File: config.mk
export PLATFORM = sky130hd
export DESIGN_NAME = dds_tune_ctrl
export DESIGN_NICKNAME = d
export VERILOG_FILES = /design/src/rtl/dds_tune_ctrl.sv
export SDC_FILE = /design/constraint.sdc
export NUM_CORES = 1
export LEC_CHECK = 0
export CAP_MARGIN = 20
export CELL_PAD_IN_SITES_DETAIL_PLACEMENT = 0
export CELL_PAD_IN_SITES_GLOBAL_PLACEMENT = 2
export CORE_ASPECT_RATIO = 1.1
export CORE_MARGIN = 3
export CORE_UTILIZATION = 41
export CTS_BUF_LIST = sky130_fd_sc_hd__clkbuf_8
export DETAILED_ROUTE_END_ITERATION = 8
export HOLD_SLACK_MARGIN = 0.02
export PLACE_DENSITY = 0.95
export SLEW_MARGIN = 20
export SYNTH_ARGS = -nofsm -noshare
export SYNTH_HDL_FRONTEND = slang
export SYNTH_SLANG_ARGS = --single-unit
File: constraint.sdc
create_clock -name sys_clk -period 7.8 [get_ports sys_clk]
set_clock_uncertainty 0.15 [all_clocks]
set_input_delay 1.56 -clock sys_clk [delete_from_list [all_inputs] [get_ports sys_clk]]
set_output_delay 1.56 -clock sys_clk [all_outputs]
set_load 0.005 [all_outputs]
File: src/rtl/dds_tune_ctrl.sv
// -----------------------------------------------------------------------------
// dds_tune_ctrl
//
// Purpose
//   Turns a frequency index and a waveform select into a DDS frequency tuning
//   word, runs the phase accumulator, and forms the waveform-ROM address.
//   The tuning word is FTW_MIN + idx * FTW_STEP. It is built by a serial
//   shift-add multiply, one index bit per cycle, LSB first.
//   A new tuning word and waveform are committed only on a phase wrap. A switch
//   therefore never breaks the output waveform in the middle of a period.
//
// Ports
//   sys_clk    in   1           clock, all logic on the rising edge
//   sys_rst    in   1           synchronous reset, active-high
//   freq_idx   in   IDX_W       requested frequency index
//   wave_sel   in   2           requested waveform
//   ftw_out    out  ACC_W       tuning word currently driving the accumulator
//   rom_addr   out  ADDR_W+2    {active waveform, top ADDR_W accumulator bits}
//   busy       out  1           a new setting is being computed or is waiting
//                               for a wrap
//   upd_pulse  out  1           one-cycle pulse in the cycle after a new
//                               setting takes effect
// -----------------------------------------------------------------------------
module dds_tune_ctrl #(
    parameter int unsigned     ACC_W    = 32,
    parameter int unsigned     ADDR_W   = 12,
    parameter int unsigned     IDX_W    = 5,
    parameter longint unsigned FTW_MIN  = 42950,
    parameter longint unsigned FTW_STEP = 4155035,
    parameter int unsigned     MAX_IDX  = 31
) (
    input  logic                sys_clk,
    input  logic                sys_rst,
    input  logic [IDX_W-1:0]    freq_idx,
    input  logic [1:0]          wave_sel,
    output logic [ACC_W-1:0]    ftw_out,
    output logic [ADDR_W+1:0]   rom_addr,
    output logic                busy,
    output logic                upd_pulse
);

    localparam logic [ACC_W-1:0] FTW_MIN_C  = ACC_W'(FTW_MIN);
    localparam logic [ACC_W-1:0] FTW_STEP_C = ACC_W'(FTW_STEP);

    // An index field too narrow to reach MAX_IDX never needs clamping.
    localparam logic [IDX_W-1:0] MAX_IDX_C =
        (longint'(MAX_IDX) >= (longint'(1) << IDX_W)) ? {IDX_W{1'b1}} : IDX_W'(MAX_IDX);

    localparam int unsigned      CNT_W    = (IDX_W > 1) ? $clog2(IDX_W) : 1;
    localparam logic [CNT_W-1:0] LAST_BIT = CNT_W'(IDX_W - 1);

    localparam logic [1:0] ST_IDLE = 2'd0;
    localparam logic [1:0] ST_MUL  = 2'd1;
    localparam logic [1:0] ST_WAIT = 2'd2;

    // -------------------------------------------------------------------------
    // State registers
    // -------------------------------------------------------------------------
    logic [IDX_W-1:0] idx_q,         idx_d;
    logic [1:0]       wave_q,        wave_d;
    logic [ACC_W-1:0] acc_q,         acc_d;
    logic [ACC_W-1:0] ftw_q,         ftw_d;
    logic [ACC_W-1:0] ftw_pend_q,    ftw_pend_d;
    logic [ACC_W-1:0] product_q,     product_d;
    logic [IDX_W-1:0] req_idx_q,     req_idx_d;
    logic [1:0]       req_wave_q,    req_wave_d;
    logic [1:0]       wave_active_q, wave_active_d;
    logic [CNT_W-1:0] bit_cnt_q,     bit_cnt_d;
    logic [1:0]       state_q,       state_d;
    logic             upd_q,         upd_d;

    // -------------------------------------------------------------------------
    // Datapath helpers
    // -------------------------------------------------------------------------
    logic             wrap;
    logic [IDX_W-1:0] idx_clamped;
    logic             req_mismatch;
    logic [ACC_W-1:0] addend;
    logic [ACC_W-1:0] product_sum;

    // FTW_STEP pre-shifted by every bit weight of the index.
    logic [ACC_W-1:0] step_shl [IDX_W];

    genvar gi;
    generate
        for (gi = 0; gi < IDX_W; gi++) begin : g_step_shl
            assign step_shl[gi] = FTW_STEP_C << gi;
        end
    endgenerate

    // The carry out of the accumulator add marks the phase wrap.
    assign {wrap, acc_d} = {1'b0, acc_q} + {1'b0, ftw_q};

    assign idx_d  = freq_idx;
    assign wave_d = wave_sel;

    // The compare uses the clamped index. Otherwise an out-of-range index would
    // never equal the latched request, and the FSM would recompute forever.
    assign idx_clamped  = (idx_q > MAX_IDX_C) ? MAX_IDX_C : idx_q;
    assign req_mismatch = ({idx_clamped, wave_q} != {req_idx_q, req_wave_q});

    assign addend      = req_idx_q[bit_cnt_q] ? step_shl[bit_cnt_q] : '0;
    assign product_sum = product_q + addend;

    // -------------------------------------------------------------------------
    // Control FSM
    // -------------------------------------------------------------------------
    always_comb begin
        state_d       = state_q;
        req_idx_d     = req_idx_q;
        req_wave_d    = req_wave_q;
        product_d     = product_q;
        bit_cnt_d     = bit_cnt_q;
        ftw_pend_d    = ftw_pend_q;
        ftw_d         = ftw_q;
        wave_active_d = wave_active_q;
        upd_d         = 1'b0;

        case (state_q)
            ST_IDLE: begin
                if (req_mismatch) begin
                    req_idx_d  = idx_clamped;
                    req_wave_d = wave_q;
                    product_d  = '0;
                    bit_cnt_d  = '0;
                    state_d    = ST_MUL;
                end
            end

            ST_MUL: begin
                // Inputs are deliberately ignored here. The IDLE/WAIT compare
                // picks up any change afterwards.
                product_d = product_sum;
                if (bit_cnt_q == LAST_BIT) begin
                    ftw_pend_d = FTW_MIN_C + product_sum;
                    state_d    = ST_WAIT;
                end else begin
                    bit_cnt_d = bit_cnt_q + CNT_W'(1);
                end
            end

            ST_WAIT: begin
                // A newer request takes priority over committing a stale one.
                if (req_mismatch) begin
                    req_idx_d  = idx_clamped;
                    req_wave_d = wave_q;
                    product_d  = '0;
                    bit_cnt_d  = '0;
                    state_d    = ST_MUL;
                end else if (wrap) begin
                    // The accumulator add on this edge still uses the old FTW.
                    ftw_d         = ftw_pend_q;
                    wave_active_d = req_wave_q;
                    upd_d         = 1'b1;
                    state_d       = ST_IDLE;
                end
            end

            default: begin
                state_d = ST_IDLE;
            end
        endcase
    end

    always_ff @(posedge sys_clk) begin
        if (sys_rst) begin
            idx_q         <= '0;
            wave_q        <= '0;
            acc_q         <= '0;
            ftw_q         <= FTW_MIN_C;
            ftw_pend_q    <= '0;
            product_q     <= '0;
            req_idx_q     <= '0;
            req_wave_q    <= '0;
            wave_active_q <= '0;
            bit_cnt_q     <= '0;
            state_q       <= ST_IDLE;
            upd_q         <= 1'b0;
        end else begin
            idx_q         <= idx_d;
            wave_q        <= wave_d;
            acc_q         <= acc_d;
            ftw_q         <= ftw_d;
            ftw_pend_q    <= ftw_pend_d;
            product_q     <= product_d;
            req_idx_q     <= req_idx_d;
            req_wave_q    <= req_wave_d;
            wave_active_q <= wave_active_d;
            bit_cnt_q     <= bit_cnt_d;
            state_q       <= state_d;
            upd_q         <= upd_d;
        end
    end

    // -------------------------------------------------------------------------
    // Outputs
    // -------------------------------------------------------------------------
    assign ftw_out   = ftw_q;
    assign rom_addr  = {wave_active_q, acc_q[ACC_W-1 -: ADDR_W]};
    assign busy      = (state_q == ST_MUL) || (state_q == ST_WAIT);
    assign upd_pulse = upd_q;

endmodule

[Word level (Yosys, flattened, before mapping)]
Memory sizes are Yosys's and may differ from the RTL's.
Index checks and enable logic that the tools add are counted.
Cells by class
  add/sub/neg operators: 4
  $lt $le $gt $ge: 3
  eq/ne operators: 9
  multiplexer cells: 17
  bitwise gates (word level): 3
  reductions and logical operators: 11
Operators by type and width (count)
  $mux W32: 4
  $pmux W32 S2: 1
  $add A32 B32 Y33: 1
  $add A16 B32 Y32 const A: 1
  $add A32 B32 Y32: 1
  $reduce_and A3 Y1: 3
  $mux W2: 4
  $ne A7 B7 Y1: 1
  $mux W3: 2
  $ne A2 B2 Y1 const B: 3
  $pmux W2 S3: 1
  $pmux W3 S2: 1
  $reduce_and A2 Y1: 3
  $gt A5 B5 Y1 const B: 1
  $mux W5: 1
  $ge A4 B4 Y1 const B: 1
  $lt A3 B4 Y1 const B: 1
  $not A3 Y4: 1
  $add A3 B1 Y3 const B: 1
  $bmux W1 S3: 1
  $eq A3 B3 Y1 const B: 1
  $ne A3 B3 Y1 const B: 1
  $reduce_or A3 Y1: 1
  $eq A2 B1 Y1 const B: 1
  8 further kinds: 10
Word-level totals
  flip-flop bits (word level): 150
  ROM bits: 256
  input bits: 9
  output and inout bits: 48
  word-level logic and storage cells: 60
  memories kept: 1
Memories
  (name not given): depth 8, width 32, read ports 1, clocked after Yosys merged registers in 0, write ports 0, line 102  | assign addend = req_idx_q[bit_cnt_q] ? step_shl[bit_cnt_q] : '0;

[Longest topological paths before layout]
  word-level depth: 7
  mapped depth: 22

[Worst setup path after synthesis]
OpenSTA, ideal clock, no wires.
  path type: register to register
  start point: register bit_cnt_q[0]
  end point: register ftw_pend_q[30]
  arrival time: 4.688 ns
  required time: 7.528 ns
  setup slack: 2.840 ns
  stages on the path, launching flop included: 20
  buffers on the path: 4
  path through: dfxtp_1 buf_6 inv_1 ha_1 clkbuf_1 clkbuf_1 nor2b_1 nor2_1 ha_1 clkbuf_1 and3_1 a221o_1 a211oi_2 o21ai_1 o21a_1 or4b_1 a311oi_2 nand2_2 o31a_1 a311o_1
On the way
  word-level cells in the longest chain between the ends: 7
RTL lines
  start: declaration: line 68  | logic [CNT_W-1:0] bit_cnt_q, bit_cnt_d;
  start signal: assignment: line 189  | bit_cnt_q <= bit_cnt_d;
  $not A3 Y4 (not written as such): line 102
  $mem_v2 Z8 W32
  $mux W32 (not written as such) (2 in series): line 102
  $mux W32: line 102
  $add A32 B32 Y32: line 103  | assign product_sum = product_q + addend;
  $add A16 B32 Y32: line 135  | ftw_pend_d = FTW_MIN_C + product_sum;
  end signal: assignment: line 184  | ftw_pend_q <= ftw_pend_d;
  end: declaration: line 63  | logic [ACC_W-1:0] ftw_pend_q, ftw_pend_d;
Parallel ways exist; a longest one is shown, timed or not. The select of a mux whose other input is x is not followed.
A chain may end at the register's enable or synchronous reset.

[Worst setup path after layout]
Ends and elaborated chain as after synthesis.

==> qor.yml <==
outcome: "completed"
fin_setup_tns_ns: 0
boundaryPins: 57
synthArstFlopShare_pct: 0
finalHoldViolCount: 0
muxShareOfSynthArea_pct: 4.49
final_util_pct: 46.6
max_slew_margin_pct: 30.9
wire_per_inst_um: 16.8
synth_most_common_cell: "nor2_1"
timing.rr.start: "bit_cnt_q[0]"
antenna_cells: 0
nNetsFinal: 1250
clk_latency_ns: 0.44
port_buffers: 56
power_leakage_uw: 0.00433
tritoncts: "done"
rr_endpoint: "ftw_pend_q[30]"
place_congestion: 0.953
final-seq-area_mm2: 0.00300
ctsHoldBuffers: 0
synth_xor_area_share_pct: 7.38
ys.warnings.count: 0
power_density_mw_per_mm2: 182
synthCells: 1160
routed_wirelength_um: 25000
final_max_slew_viol_count: 0
drive_gt1_share_pct: 7.26
clk_pin_slew_ns: 0.09
die_w_um: 152
cts_root_buf: "clkbuf_8"
netlist_area_mm2: 0.00962
htreeDepth: 4
period_share_pct: 69.6
synth_edf_count: 0
worstSetupStartpoint: "bit_cnt_q[0]"
fillerInstances: 2283
max_slew.worst_pin.slew_ns: 1.04
hold_class: "reg -> reg"
synth_seq_cells: 150
viasPerCell: 5.61
numCtsBuffers: 17
total_power_uw: 1950
startpoint_type: "register"
ant_nets: 0
placedCellCount: 1456
dpl.hpwl_um: 18900
synthFlopType: "dfxtp_1"
r2r_cells: 18
synthesis.nets: 1235
start_util_pct: 41.9
antenna_found_initial: 0
path_class: "reg -> reg"
instances_no_fill: 1485
cts_resized: 0
multi_input_area_mm2: 0.00617
grt_usage_pct: 19.5
setup_viol: 0
critPathCaptureType: "register"
reg2reg_slack_ns: 2.37
clock_sinks: 150
die_h_um: 167
postSynthAreaPerCell_um2: 8.29
num_vias: 8331
synth_compound_area_share_pct: 23.3
core-area_mm2: 0.0229
yosys-top-cells-count: "151 x nor2_1, 150 x dfxtp_1, 87 x nand2_1"
path_max_fanout: 12
area_growth_pct: 11.2
grt_pass1_wl_um: 41300
die-area_mm2: 0.0253
synth.yosys.seq_area_share_pct: 31.2
synthTopCellsByArea: "dfxtp_1 31%, ha_1 8.3%, nor2_1 5.9%, xnor2_1 4.6%, a21oi_1 4.4%"
fp-row-count: 58
yosys.area_share.simple_pct: 20.0
drtIter0Drc: 554
drtPass1Iterations: 6
crit_end: "ftw_pend_q[30]"
synth_top_family_by_area: "compound AO/OA/AOI/OAI gates"
grt_pass1_vias: 7869
synthDistinctLibCells: 96
vdd_drop_max_mv: 0.0961
drc_errors: 0
cts.path.max_buffers: 2
hp-start: "ftw_pend_q[5]"
grt_start_max_net_pins: 78
fin_crit_ns: 5.43
synthAdderAreaFrac_pct: 9.06
rsz0062_at_grt: "false"
fmax_mhz: 184
maxCapViolCount: 0
postCtsSetupBuffers: 0
synth_top_area_share_pct: 31.2
required_ns: 7.97
gr-total-overflow: 0
worstPathArrival_ns: 5.60
yosys.area.top_type: "dfxtp_1"
-- logic make-up (layout without fill, tap and decap cells) --
family | after synthesis | after routing
adder cells (fa/ha/maj) | 69 | 69
AND/OR/NAND/NOR | 402 | 402
XOR/XNOR | 81 | 81
AO/OA/AOI/OAI | 315 | 315
buffers and inverters | 101 | 126
multiplexers | 42 | 42
flip-flops | 150 | 150
-- report_power, final --
part | switching [µW] | total, µW | internal [µW]
sequential | 23.6 | 823 | 799
combinational | 333 | 517 | 184
clock | 288 | 610 | 323
-- layout by cell type (no fill, tap or decap), types with 6 or more instances in the layout --
cell type / netlist / layout
nor2_1: 151 / 151
dfxtp_1: 150 / 150
nand2_1: 87 / 87
a21oi_1: 85 / 85
ha_1: 64 / 64
clkdlybuf4s50_1: 0 / 55
xnor2_1: 51 / 51
a21o_1: 42 / 42
mux2i_1: 38 / 38
o21ai_0: 35 / 35
nand3_1: 33 / 33
inv_1: 31 / 31
xor2_1: 30 / 30
nor3_1: 25 / 25
a211oi_1: 22 / 22
clkbuf_8: 0 / 22
nor2b_1: 17 / 17
a31oi_1: 13 / 13
nand4_1: 12 / 12
and3_1: 13 / 11
a22oi_1: 11 / 11
o211ai_1: 10 / 10
and2_1: 9 / 9
nor4_1: 9 / 9
buf_4: 12 / 8
o21bai_1: 7 / 7
or2_2: 6 / 6
o31ai_1: 6 / 6
a311oi_1: 6 / 6
a21boi_0: 6 / 6
or3_1: 6 / 6
-- worst min-delay path by stage --
stage / end / slack, ns / depth (start not counted)
after floorplan: ftw_pend_q[31] / 0.27 / 2
after global placement: ftw_pend_q[5] / 0.29 / 2
after detailed placement: ftw_pend_q[5] / 0.30 / 2
after CTS: ftw_pend_q[12] / 0.31 / 2
after global routing: ftw_pend_q[13] / 0.34 / 2
final: ftw_pend_q[5] / 0.31 / 2
-- flip-flops by register name (all words and copies together), names as in the netlist --
register / count
acc_q: 32
ftw_out: 32
ftw_pend_q: 32
product_q: 32
idx_q: 5
req_idx_q: 5
bit_cnt_q: 3
req_wave_q: 2
state_q: 2
wave_active_q: 2
wave_q: 2
upd_pulse: 1
-- layout make-up --
class                           count  share of cell area [%]
Clock inverter                      7                   0.890
Multi-Input combinational cell    909                    57.7
Timing Repair Buffer               63                    5.71
Clock buffer                       22                    2.83
Inverter                           34                    1.22
Tap cell                          300                    3.51
Sequential cell                   150                    28.1
-- per-layer routing --
layer  routed length, µm  vias to the layer above  share of wire [%]  global-route usage (%)
met5                   0                        -                  0                       0
met4                 739                        0                3.0                    7.00
li1                    -                     4197                  -                       -
met1               12100                     3903                 48                    27.0
met3                1070                       39                4.3                    2.78
met2               11100                      192                 44                    31.2
-- worst max-delay path: stages, from the launching register on --
cell	delay (ns)
dfxtp_1	0.60
inv_1	0.15
nand4_1	0.19
inv_2	0.08
a21oi_4	0.20
inv_2	0.10
nor2_2	0.27
nor2_1	0.11
ha_1	0.42
a21o_1	0.25
a221o_1	0.39
a211oi_2	0.33
o21ai_1	0.18
o21a_1	0.31
or4b_1	0.51
a311oi_2	0.34
nand2_2	0.13
o31a_1	0.31
a311o_1	0.31
-- per-stage QoR --
step | worst slack (ns) | hold slack [ns] | cell area (µm²)
finish | 2.37 | 0.308 | 10700
global route | 1.98 | 0.343 | 10700
CTS | 2.36 | 0.311 | 10700
detailed placement | 2.42 | 0.302 | 10300
global placement | 2.50 | 0.292 | 10300
floorplan | 2.84 | 0.275 | 9620
Power figures use the tool's default switching activity.
